$ cat config.mk
export PLATFORM = sky130hd
export DESIGN_NAME = inst_fetch
export DESIGN_NICKNAME = d
export VERILOG_FILES = /design/src/rtl/inst_fetch.sv
export SDC_FILE = /design/constraint.sdc
export NUM_CORES = 1
export LEC_CHECK = 0
export CORE_MARGIN = 8
export CORE_UTILIZATION = 53
export DETAILED_ROUTE_END_ITERATION = 12
export PLACE_DENSITY = 0.91
export SLEW_MARGIN = 20
export SYNTH_ARGS = -nofsm -noshare
export SYNTH_HDL_FRONTEND = slang
export SYNTH_SLANG_ARGS = --single-unit
$ cat constraint.sdc
create_clock -name clk -period 4.7 [get_ports clk]
set_input_delay 0.94 -clock clk [delete_from_list [all_inputs] [get_ports clk]]
set_output_delay 0.94 -clock clk [all_outputs]
set_load 0.05 [all_outputs]
$ cat src/rtl/inst_fetch.sv
// inst_fetch: RV32I instruction fetch stage.
// Assembles each instruction from four byte reads and hands it to decode.
module inst_fetch #(
    parameter logic [31:0] RESET_PC = 32'h0000_0000
) (
    input  logic        clk,
    input  logic        rst,
    input  logic        stall_in,
    input  logic        branch_flag,
    input  logic [31:0] new_addr,
    output logic        mem_re,
    output logic [31:0] mem_addr,
    input  logic        mem_busy,
    input  logic [7:0]  mem_rdata,
    output logic        inst_valid,
    output logic [31:0] inst_out,
    output logic [31:0] addr_out
);

    localparam logic [1:0] ISSUE   = 2'd0;
    localparam logic [1:0] DRAIN   = 2'd1;
    localparam logic [1:0] PRESENT = 2'd2;

    logic [1:0]  state_q, state_d;
    logic [31:0] pc_q, pc_d;
    logic [2:0]  req_cnt_q, req_cnt_d;
    logic        pend_q, pend_d;
    logic [2:0]  rcv_cnt_q, rcv_cnt_d;
    logic [31:0] buf_q, buf_d;
    logic        valid_q, valid_d;
    logic [31:0] inst_q, inst_d;
    logic [31:0] addr_q, addr_d;
    logic        accept;

    // Request port: raised only while issuing, never during reset.
    always_comb begin
        mem_re   = (state_q == ISSUE) & ~rst;
        mem_addr = pc_q + {29'd0, req_cnt_q};
        accept   = mem_re & ~mem_busy;
    end

    assign inst_valid = valid_q;
    assign inst_out   = inst_q;
    assign addr_out   = addr_q;

    // Next-state: request counting, byte capture and FSM sequencing.
    always_comb begin
        state_d   = state_q;
        pc_d      = pc_q;
        req_cnt_d = req_cnt_q;
        pend_d    = accept;
        rcv_cnt_d = rcv_cnt_q;
        buf_d     = buf_q;
        valid_d   = valid_q;
        inst_d    = inst_q;
        addr_d    = addr_q;

        if (accept) begin
            req_cnt_d = req_cnt_q + 3'd1;
        end

        // Byte lands the cycle after its request; busy does not matter here.
        if (pend_q) begin
            buf_d[{rcv_cnt_q[1:0], 3'b000} +: 8] = mem_rdata;
            rcv_cnt_d = rcv_cnt_q + 3'd1;
        end

        case (state_q)
            ISSUE: begin
                if (accept && req_cnt_q == 3'd3) begin
                    state_d = DRAIN;
                end
            end
            DRAIN: begin
                // Last byte goes straight into the output word.
                if (pend_q && rcv_cnt_q == 3'd3) begin
                    valid_d = 1'b1;
                    inst_d  = {mem_rdata, buf_q[23:0]};
                    addr_d  = pc_q;
                    state_d = PRESENT;
                end
            end
            PRESENT: begin
                if (!stall_in) begin
                    pc_d      = branch_flag ? new_addr : pc_q + 32'd4;
                    valid_d   = 1'b0;
                    inst_d    = 32'd0;
                    addr_d    = 32'd0;
                    req_cnt_d = 3'd0;
                    rcv_cnt_d = 3'd0;
                    state_d   = ISSUE;
                end
            end
            default: begin
                state_d = ISSUE;
            end
        endcase
    end

    // State registers with synchronous reset.
    always_ff @(posedge clk) begin
        if (rst) begin
            state_q   <= ISSUE;
            pc_q      <= RESET_PC;
            req_cnt_q <= 3'd0;
            pend_q    <= 1'b0;
            rcv_cnt_q <= 3'd0;
            buf_q     <= 32'd0;
            valid_q   <= 1'b0;
            inst_q    <= 32'd0;
            addr_q    <= 32'd0;
        end else begin
            state_q   <= state_d;
            pc_q      <= pc_d;
            req_cnt_q <= req_cnt_d;
            pend_q    <= pend_d;
            rcv_cnt_q <= rcv_cnt_d;
            buf_q     <= buf_d;
            valid_q   <= valid_d;
            inst_q    <= inst_d;
            addr_q    <= addr_d;
        end
    end

endmodule

==> results.toml, run 1 <==
[grt]
antenna_found_initial = 0
grt_max_degree = 66
grt_pass1_wl_um = 29750
grt_usage_pct = 25.65
grt_pass1_vias = 5625
overflow = 0

[placement]
gp_congestion = 0.9413
dpl_cell_area_sq_um = 7283
dpl.hpwl_um = 12770
numPortBuffers = 142

[setup_path]
reg2reg_slack_ns = 2.07
critical_path_arrival_ns = 3.45
critical_path_class = "reg2out"
rr_worst_depth = 6
end_kind = "primary output"
crit_required_ns = 3.76
r2r_start = "rcv_cnt_q[0]"
r2r-end = "addr_out[11]"
critPathMaxFanout = 8
start_kind = "register"

[timing]
period_needed_ns = 4.386
hold_viol_final = 0
relSlewSlack_pct = 35.89
slew_violations = 0
setup_viol = 0
fin_crit_sh_pct = 93.31
setup_tns_ns = 0
rsz0062_at_grt = "false"
worst_slew_pin_slew_ns = 0.9594
fin_skew_ns = 0.007411
max_freq_mhz = 228.0

[logic_synthesis]
synth_commonest_cells = "dfxtp_1, nor2_1, a22o_1"
syn_avg_cell_area_sq_um = 9.220
synth.area.top_cells = "dfxtp_1, a22o_1, nor2_1"
syn-instance-count = 634
synth_nets = 692
yosysSeqAreaShare_pct = 44.52
synth.distinct_cells = 64
synth-seq-cells = 130
yosys_warnings = 0
synth_most_common_cell = "dfxtp_1"
ys_async_sr_fraction_pct = 0
synth_edf_count = 0
synth-main-ff-cell = "dfxtp_1"
yosysTopAreaCell = "dfxtp_1"
syn-cell-area_sq_um = 5846
yosysTopAreaCellShare_pct = 44.52

[hold_path]
holdPathStages = 2
min_to = "inst_valid"
worstHoldStart = "inst_valid"
hp-class = "reg2reg"

[cells_and_area]
fin_nets = 807
area_growth_pct = 34.80
finalInstanceArea_sq_um = 7880
fin_util_pct = 73.01
diodes = 0
drive_gt1_share_pct = 8.147

[die]
die_w_um = 121.0
start_util_pct = 54.16
die_h_um = 121.0
coreArea_sq_um = 10790
ios = 143
num_rows = 38
die_area_sq_um = 14650

[detailed_routing]
drt_iter0_drc = 654
first_pass_iters = 5
vias = 5768
remaining_drc_errors = 0
avgRoutedWirePerCell_um = 20.73
wl_um = 18680
via_per_inst = 6.402
ant_nets = 0

[clock_tree]
clkLatencyLatePin_ns = 0.54
htreeDepth = 4
cts_buffers = 17
clock_sinks = 130
cts_tree = "done"
post-cts-setup-buffers = 0
clk_path_buf_depth = 2
cts-root-buf = "clkbuf_8"
path_clk_slew_ns = 0.06

[pwr]
p_leak_nw = 2.828
ir_worst_vdd_mv = 0.2703
powerDensity_nw_per_um2 = 323.4
total_power_w = 0.002548

[outcome]
status = "completed"

[job]
max_cap_viol_count = 0
## timing repair
action	in CTS	in global routing
setup endpoints to repair	0	5
hold buffers	0	0
gates resized for setup	0	1
## worst max-delay path by stage
| stage | cells after the start | endpoint | startpoint |
|---|---|---|---|
| global route | 6 | mem_addr[31] | pc_q[7] |
| CTS | 8 | mem_addr[24] | req_cnt_q[0] |
| finish | 8 | mem_addr[24] | req_cnt_q[0] |
| floorplan | 7 | mem_addr[28] | req_cnt_q[0] |
| global placement | 8 | mem_addr[28] | req_cnt_q[0] |
| detailed placement | 8 | mem_addr[30] | req_cnt_q[0] |
## area by class of cell
cell class | count | area, sq um
clock buffers | 18 | 427.9
inverters | 12 | 45.04
clock inverters | 13 | 153.9
flip-flops and latches | 130 | 2603
well taps | 140 | 175.2
multi-input cells | 440 | 3002
repair buffers | 148 | 1474
fillers | 744 | 2913
## per-layer routing
layer / share of wire, % / wire length, um / vias to the layer above / track usage (%)
met4: 3.7 / 690 / 0 / 14.52
met2: 47 / 8701 / 386 / 40.55
met3: 11 / 1989 / 68 / 8.609
met1: 39 / 7298 / 2740 / 29.91
met5: 0 / 0 / - / 0
li1: - / - / 2574 / -
## sequential cells by signal, summed over array words and instances, names as in the netlist
signal      count
addr_out       32
buf_q          24
inst_valid      1
pc_q           32
state_q         2
inst_out       32
pend_q          1
req_cnt_q       3
rcv_cnt_q       3
## critical path, stage by stage, from the launching register on
cell,delay [ns]
dfxtp_1,0.38
ha_1,0.21
fa_1,0.23
a21o_1,0.15
nand2_1,0.20
nor4_4,0.52
nand4_1,0.20
xnor2_1,0.19
clkdlybuf4s50_1,0.82
## layout by cell type (no fill, tap or decap), types with 10 or more instances in the layout
master           instances
clkdlybuf4s50_1        141
inv_1                   12
xnor2_1                 22
a22o_1                  65
o21ai_0                 22
nor3_1                  12
clkbuf_16               16
nand3_1                 20
xor2_1                  10
a22oi_1                 30
nor2_1                  64
dfxtp_1                130
a21oi_1                 22
nand2_1                 47
ha_1                    12
## where the power goes
part	internal (W)	switching, W
logic	0.0000575	0.0000697
clock network	0.000776	0.000530
registers	0.00111	0.00000701
total	0.00194	0.000607
## cell families (layout without fill, tap and decap cells)
family	count (synthesis)	after routing	share of synthesized area, %
simple gates	201	201	18.04
compound gates	189	189	24.08
flops	130	130	44.52
buf+inv	64	191	4.752
mux	5	5	0.8990
xor+xnor	32	32	4.794
fa+ha+maj	13	13	2.911
## per-stage QoR
step	worst slack [ns]	std cells	hold slack, ns
floorplan	1.262	634	0.4324
global placement	0.8575	870	0.4396
detailed placement	0.6901	870	0.4572
CTS	0.1044	901	0.4711
global route	0.1551	901	0.4864
finish	0.3142	901	0.4714
Power figures use the tool's default switching activity.
==> run 2, diff against run 1 <==
- GPL_TIMING_DRIVEN: unset -> 0
==> run 2 against run 1 <==
Net effect:
- worst setup slack got worse by 0.064 ns
- critical path depth did not move
- sequential power barely moved
- utilization rose by 1.1 points
- via count rose by 2.5%
- global-route usage rose by 2.3 points
- die area did not move
- first-iteration DRC count rose by 15%
- cell count rose by 5.0%
==> results.toml, run 2 (synthesis results as in run 1) <==
[setup_path]
critPathMaxFanout = 8
critical_path_class = "reg2out"
start_kind = "register"
critical_path_arrival_ns = 3.51
end_kind = "primary output"
crit_required_ns = 3.76
reg2reg_slack_ns = 2.07

[job]
max_cap_viol_count = 0

[grt]
met2_usage_pct = 45.66
grt_pass1_wl_um = 32290
grt_util_met3_pct = 8.050
antenna_found_initial = 0
met1_usage_pct = 33.72
overflow = 0
grt_pass1_vias = 5737
grt_max_degree = 17
gr-max-usage-layer = "met2"
grt_usage_pct = 27.93

[die]
coreArea_sq_um = 10790
die_area_sq_um = 14650
die_h_um = 121.0
start_util_pct = 54.16
num_rows = 38
ios = 143
die_w_um = 121.0

[cells_and_area]
area_growth_pct = 36.88
drive_gt1_share_pct = 8.685
layout_common_cells = "clkdlybuf4s50_1, dfxtp_1, nor2_1"
diodes = 0
num-fill-cells = 760
final_common_cell = "clkdlybuf4s50_1"
fin_nets = 852

[placement]
dpl.hpwl_um = 14940
numPortBuffers = 141
preCtsSetupSlack_ns = 0.5731
gp_congestion = 0.9391

[timing]
max_freq_mhz = 224.7
fin_skew_ns = 0.005978
timing.final.ws_setup_ns = 0.2502
relSlewSlack_pct = 29.25
setup_tns_ns = 0
setup_viol = 0
slew_violations = 0
fin_crit_sh_pct = 94.68
period_needed_ns = 4.450
rsz0062_at_grt = "false"
worst_slew_pin_slew_ns = 1.057
hold_viol_final = 0

[detailed_routing]
ant_nets = 0
avgRoutedWirePerCell_um = 21.99
remaining_drc_errors = 0
via_per_inst = 6.248
first_pass_iters = 7
wl_um = 20800
vias = 5911
drt_iter0_drc = 749

[clock_tree]
htreeDepth = 4
clkLatencyLatePin_ns = 0.54
cts_buffers = 17
cts-root-buf = "clkbuf_8"
hold_buffers = 0
cts_tree = "done"
clock_sinks = 130
path_clk_slew_ns = 0.06
clk_path_buf_depth = 2

[pwr]
total_power_w = 0.002488
powerDensity_nw_per_um2 = 311.0
ir_worst_vdd_mv = 0.3197
p_leak_nw = 2.896

[hold_path]
hp-class = "reg2reg"

[outcome]
status = "completed"
==> run 2: cell types whose count changed in the layout (fill, tap and decap cells not counted), moves of 2 or more <==
cell	before	now
clkinvlp_4	2	4
nor2_4	2	0
buf_1	0	6
clkinv_2	0	2
nor2_1	64	66
clkbuf_1	0	30
clkinv_4	5	3
buf_4	5	7
buf_2	1	8
==> run 2: critical path, cell delays in order, from the launching register on <==
cell             delay (ns)
dfxtp_1                0.39
ha_1                   0.21
fa_1                   0.21
a21o_1                 0.18
nand2_1                0.22
nor4_4                 0.55
nand4_1                0.19
xnor2_1                0.19
clkdlybuf4s50_1        0.83
==> run 2: path summary, 6_finish.rpt <==
path,from,to,cells after the start
worst min register to register,buf_q[17],inst_out[17],2
worst max-delay path,req_cnt_q[0],mem_addr[24],8
worst min-delay path,buf_q[17],inst_out[17],2
worst max register to register,rcv_cnt_q[0],inst_out[3],6
==> run 2: area by class of cell <==
| class | instances | area [sq um] | area share, % |
|---|---|---|---|
| Buffer | 52 | 232.7 | 2.909 |
| Inverter | 12 | 45.04 | 0.5629 |
| Tap cell | 140 | 175.2 | 2.189 |
| Clock buffer | 17 | 414.1 | 5.176 |
| Multi-Input combinational cell | 440 | 2987 | 37.33 |
| Clock inverter | 14 | 133.9 | 1.673 |
| Timing Repair Buffer | 141 | 1411 | 17.64 |
| Sequential cell | 130 | 2603 | 32.53 |
==> run 2: what timing repair did <==
| item | 4_1_cts | 5_1_grt |
|---|---|---|
| hold endpoints to repair | 0 | 0 |
| endpoints found under the setup margin | 0 | 7 |
| buffers inserted | 0 | 0 |
| resized for setup | 0 | 1 |
==> run 2: report_power, final <==
group | switching (W) | internal [W]
sequential | 0.00000630 | 0.00111
clock | 0.000529 | 0.000706
combinational | 0.0000803 | 0.0000586
total | 0.000616 | 0.00187
==> run 2: routing by layer <==
metal  vias up  wire length [um]
li1       2658                 -
met5         -                 0
met3        64              2074
met1      2797              8323
met2       392              9732
met4         0               672
==> run 2: stage by stage <==
| step | util (%) | hold WS [ns] | cells | cell area [sq um] |
|---|---|---|---|---|
| 6_report | 74.14 | 0.4698 | 946 | 8001 |
| 5_1_grt | 74.14 | 0.4872 | 946 | 8001 |
| 4_1_cts | 74.00 | 0.4679 | 946 | 7986 |
| 3_5_place_dp | 68.92 | 0.4573 | 915 | 7438 |
| 3_3_place_gp | 68.86 | 0.4424 | 915 | 7432 |
| 2_1_floorplan | - | 0.4324 | 634 | 5846 |
==> variant 1, RTL diff (flow settings as in run 2) <==
`addr_q` no longer has a reset.
--- a/src/rtl/inst_fetch.sv
+++ b/src/rtl/inst_fetch.sv
@@ -108,7 +108,6 @@
             buf_q     <= 32'd0;
             valid_q   <= 1'b0;
             inst_q    <= 32'd0;
-            addr_q    <= 32'd0;
         end else begin
             state_q   <= state_d;
             pc_q      <= pc_d;
@@ -118,8 +117,11 @@
             buf_q     <= buf_d;
             valid_q   <= valid_d;
             inst_q    <= inst_d;
-            addr_q    <= addr_d;
         end
+    end
+
+    always_ff @(posedge clk) begin
+        addr_q <= addr_d;
     end
 
 endmodule
Formal check against the unedited RTL: no difference found for any inputs over 10 cycles, from zero or initial values and one cycle with rst high; that may be too few to reach the edited logic, so the function may still have changed.
==> variant 1 against run 2 <==
  * Cell area grew 6.5%
  * Critical path depth fell by 3
  * Synthesized area up 8.1%
  * First-iteration DRC count is 6.9% lower
  * Routed wire length rose by 8.5%
  * Combinational power down 4%
  * Total power is 3.7% higher
  * Sequential cell count is the same
  * Setup slack improved by 7.1 ps
  * Core utilization decreased by 2.0 points
  * Cell count rose by 3.5%
  * Critical path type is now primary input to output port
  * Critical endpoint is now mem_re
==> variant 1: results (changes against run 2) <==
Outcome
The run finished with clean final reports.

Place
The number of placed cells counting well taps is 947 (+3.5%). The HPWL after detailed placement is 16400 um (+9.9%). The post-placement worst setup slack came to 350 ps (-223 ps).

The placed instance area came to 7940 um2 (+6.7%). The routability congestion estimate from global placement is 0.974 (+3.7%).

Route
The met2 wire length was 10700 um (+10%). The count of TritonRoute iterations in the first routing pass is 6 (-1). The routed length on met3 came to 1880 um (-9.3%). The routed metal-1 wirelength is 9000 um (+8.1%). The post-detailed-routing wire length is 22600 um (+8.5%). The count of routing violations after the opening detailed-route iteration is 697 (-6.9%). The detail-routed via count per cell came to 6.31 (+0.96%). The final routed wire length divided by cell count is 23.1 um (+4.8%).

Synth
The post-synthesis net count came to 716 (+3.5%). Ranked by instance count, the synthesized netlist is headed by dfxtp_1 (98), nor2_1 (60), nand2_1 (45), and2_1 (38), a22o_1 (36). The distinct cell type count of the synthesized netlist is 65 (+1.6%).

The proportion of synthesized chip area in sequential cells was 0.463 (+0.0175). Yosys attributes the largest share of cell area to dfxtp_1 (31%), edfxtp_1 (15%), a22o_1 (5.0%).

Worst setup path
The arrival time of data at the critical path endpoint is 3500 ps (about the same). The peak fanout along the critical path is 10 (+2). The largest stage delay on the critical path is 740 ps (-90 ps).

Finish
The proportion of final cell area spent on non-clock buffers is 0.201 (-0.00430). The layout multi-input combinational cell count is 459 (+4.3%). The ratio of cells with drive above 1 in the final layout is 0.103 (+0.0165).

The sequential cell area is 2920 um2 (+12%). The clock tree buffer count of the final layout is 21 (+4). The multi-input combinational cell area is 3080 um2 (+3.1%). The number of ordinary inverters in the final layout came to 10 (-2).

The clock distribution area overhead in the final layout is 0.0684 (about the same). The fill cell instance count of the final layout was 821 (+8.0%). The number of buffers outside the clock class in the layout was 201 (+4.1%).

Power
The ratio of total power to cell area was 303 nW/um2 (-2.6%). The clock network fraction of total power is 0.501 (+0.005). The switching power of the nets came to 0.617 mW (+0.24%). The worst-case vdd ir drop is 0.000257 V (-20%). The sum of internal, switching and leakage power came to 2.58 mW (+3.7%).

The combinational cell fraction of total power is 0.052 (-0.004). The leakage power of the design came to 3.13 nW (+7.9%).

Clock tree
The latest clock arrival within the worst-skew pair is 430 ps (-110 ps). The cell sitting at the root of the clock tree is a clkbuf_16.

Global route
The global routing met2 resource utilization is 0.461 (+0.00484). The first-pass GRT wire length was 34500 um (+6.9%). The combined global-route utilization of all metal layers is 0.281 (+0.00155). The via count of the first global-routing pass was 6104 (+6.4%). The global routing usage on met3 came to 0.0693 (-0.0112).

The maximum number of pins on one net before global-route repair is 34 (+17).

STA
The worst-case headroom to the max-slew limit is 0.402 (+0.109). The clock skew is 6.15 ps (+0.174 ps).
variant 1: kinds of logic after synthesis:
family,after synthesis,synth area share
AO/OA/AOI/OAI,151,0.179
AND/OR/NAND/NOR,258,0.227
buffers and inverters,69,0.0523
adder cells (fa/ha/maj),13,0.0269
XOR/XNOR,32,0.0444
multiplexers,5,0.00832
flip-flops,130,0.463
variant 1: worst paths after layout:
path | from | endpoint | slack, ps | cells past startpoint
worst max-delay path | rst | mem_re | 260 | 5
worst min-delay path | buf_q[4]$_SDFFE_PP0P_ | inst_out[4]$_SDFFE_PP0P_ | 480 | 1
worst max register to register | rcv_cnt_q[0]$_SDFF_PP0_ | inst_out[23]$_SDFFE_PP0P_ | 2020 | 7
worst min register to register | buf_q[4]$_SDFFE_PP0P_ | inst_out[4]$_SDFFE_PP0P_ | 480 | 1
variant 1: worst max-delay path, delay by kind of cell:
| kind | cells | cell delay, ps |
|---|---|---|
| simple gates | 1 | 100 |
| buf+inv | 4 | 2450 |
==> variant 2, RTL diff (flow settings as in run 2) <==
Without the edit above. Make the reset (`rst`) asynchronous in one clocked block. Comments in the files are not updated.
--- a/src/rtl/inst_fetch.sv
+++ b/src/rtl/inst_fetch.sv
@@ -98,7 +98,7 @@
     end
 
     // State registers with synchronous reset.
-    always_ff @(posedge clk) begin
+    always_ff @(posedge clk or posedge rst) begin
         if (rst) begin
             state_q   <= ISSUE;
             pc_q      <= RESET_PC;
Check against the original RTL: differs if rst is asserted again (counterexample within 4 cycles, from zero or initial values and one cycle with rst high); with rst held inactive, the same outputs for 10 cycles.
==> variant 2 against run 2 <==
  * Synthesized area up 8.6%
  * Die area rose by 7.4%
  * Sequential share of layout area up 5.4 points
  * Sequential cell count unchanged
  * Clock skew is 1.4 ps higher
  * Routed wire length grew 0.37%
  * Setup slack worse by 77 ps
  * Non-clock buffer count fell by 1
  * Cell area up 7.1%
Power is not compared: it rests on default switching activity, and its combinational part moved more than twofold at a synthesized area within 25%.
==> variant 2: results (changes against run 2) <==
Finish
The ratio of cells with drive above 1 in the final layout came to 0.0973 (+0.0104). The final instance count without filler cells was 918 (-3.0%). The antenna cell count is 0 (unchanged).

The layout net count is 816 (-4.2%).

Worst setup path
The peak fanout along the critical path is 8 (unchanged). The cell family contributing the most delay on the critical path is buffers and inverters. The largest stage delay on the critical path is 830 ps (about the same). The slowest stage of the critical path is the clkdlybuf4s50_1 cell. The arrival time of data at the critical path endpoint is 3590 ps (+80 ps).

Outcome
The flow ran to the end, and the final reports show no timing, DRC or antenna violations.

Clock tree
The root buffer cell chosen for the clock tree is clkbuf_16. The number of levels in the clock H-tree came to 4 (unchanged). The latest clock arrival within the worst-skew pair is 430 ps (-110 ps). The number of setup buffers added after CTS is 0 (unchanged). The clock-pin slew on the worst setup and hold paths is 60 ps (about the same). The number of buffers inserted during clock tree synthesis is 17 (unchanged).

Global route
The global routing usage on met3 is 0.0795 (-0.00103). The combined global-route utilization of all metal layers was 0.268 (-0.0108). The initial antenna violation count is 0 (unchanged). The met1 demand-to-capacity share in global routing came to 0.329 (-0.00824). The global routing met2 resource utilization is 0.430 (-0.0266). The via count of the first global-routing pass is 5977 (+4.2%).

The maximum number of pins on one net before global-route repair was 83 (+66). The first-pass GRT wire length came to 33300 um (+3.1%).

Power
The switching power of the nets is 1.91 mW. Across the VDD grid, the largest voltage drop is 0.000355 V. The leakage power of the design is 3.77 nW.

Synth
Yosys attributes the largest share of cell area to dfrtp_1 (51%), a22o_1 (12%), nor2_1 (2.7%). The proportion of synthesized chip area in sequential cells is 0.513 (+0.0673). The synthesized-area fraction occupied by xor and xnor cells is 0.0428 (-0.00517). The number of warning messages in the yosys log is 0 (unchanged). The gate count of the mapped netlist was 596 (-6.0%). The mux contribution to synthesized area is 0.00986 (+0.000866). The post-synthesis compound-gate area fraction came to 0.211 (-0.0301). The distinct cell type count of the synthesized netlist is 60 (-6.3%). The post-synthesis net count is 654 (-5.5%). The share of synthesized registers carrying an async set or reset is 1.00 (+1.00). The fraction of the mapped netlist area in adder cells is 0.0268 (-0.00230). In the synthesized netlist, the cells that appear most often are dfrtp_1 (130), a22o_1 (88), nor2_1 (45), nand2_1 (42), clkbuf_1 (28).

Route
The routed metal-1 wirelength is 8330 um (+0.11%). The top metal layer carrying routed signals is met4. The count of TritonRoute iterations in the first routing pass was 5 (-2). The met2 wire length is 9930 um (+2.0%). The number of vias in the routed layout is 5890 (-0.36%).

The routed length on met3 is 2000 um (-3.7%). The count of routing violations after the opening detailed-route iteration is 877 (+17%). The post-detailed-routing wire length was 20900 um (+0.37%).

Place
The routability congestion estimate from global placement is 0.912 (-2.9%). The placed instance area is 7990 um2 (+7.4%). The post-placement worst setup slack is 567 ps (-6.54 ps). The count of buffers from port buffering is 142 (+0.71%). The HPWL after detailed placement was 14600 um (-2.4%). The number of placed cells counting well taps is 886 (-3.2%).

STA
The worst-case headroom to the max-slew limit is 0.337 (+0.0442). The clock skew is 7.40 ps (+1.42 ps).
[variant 2: changes by cell type after synthesis, moves of 5 or more]
cell / delta
nand2_1: -5
a31oi_1: -7
dfrtp_1: +130
or3_1: +5
xor2_1: +6
xnor2_1: -7
nand3_1: +6
nor2_1: -21
dfxtp_1: -130
a22o_1: +23
a22oi_1: -24
[variant 2: cell type report]
cell class / instances / area (um2)
fillers: 846 / 3290
flip-flops and latches: 130 / 3250
multi-input cells: 407 / 2830
repair buffers: 143 / 1460
clock buffers: 18 / 439
plain buffers: 49 / 235
well taps: 147 / 184
clock inverters: 14 / 120
inverters: 10 / 42.5
[variant 2: kinds of logic after synthesis]
kind of cell,after synthesis
compound gates,176
xor+xnor,31
fa+ha+maj,13
buf+inv,59
flops,130
mux,6
simple gates,181
[variant 2: power by group through the flow]
stage / clock network [mW] / logic (mW) / registers (mW)
after floorplan: 0 / 0.927 / 1.82
after global placement: 0 / 1.74 / 1.55
after detailed placement: 0 / 1.78 / 1.57
after CTS: 1.25 / 1.80 / 1.55
after global routing: 1.30 / 1.91 / 1.58
final: 1.24 / 1.80 / 1.56
[variant 2: path summary, 6_finish.rpt]
kind	startpoint	to	slack, ps	cells after the start
setup / recovery	pc_q[2]$_DFFE_PP0P_	mem_addr[21]	170	8
hold / removal	addr_out[26]$_DFFE_PP0P_	addr_out[26]$_DFFE_PP0P_	500	1
setup reg to reg	rcv_cnt_q[0]$_DFF_PP0_	inst_out[28]$_DFFE_PP0P_	1940	7
hold reg to reg	addr_out[26]$_DFFE_PP0P_	addr_out[26]$_DFFE_PP0P_	500	1
max in group asynchronous	rst	rcv_cnt_q[1]$_DFF_PP0_	2950	3
min in group asynchronous	rst	addr_out[0]$_DFFE_PP0P_	980	2
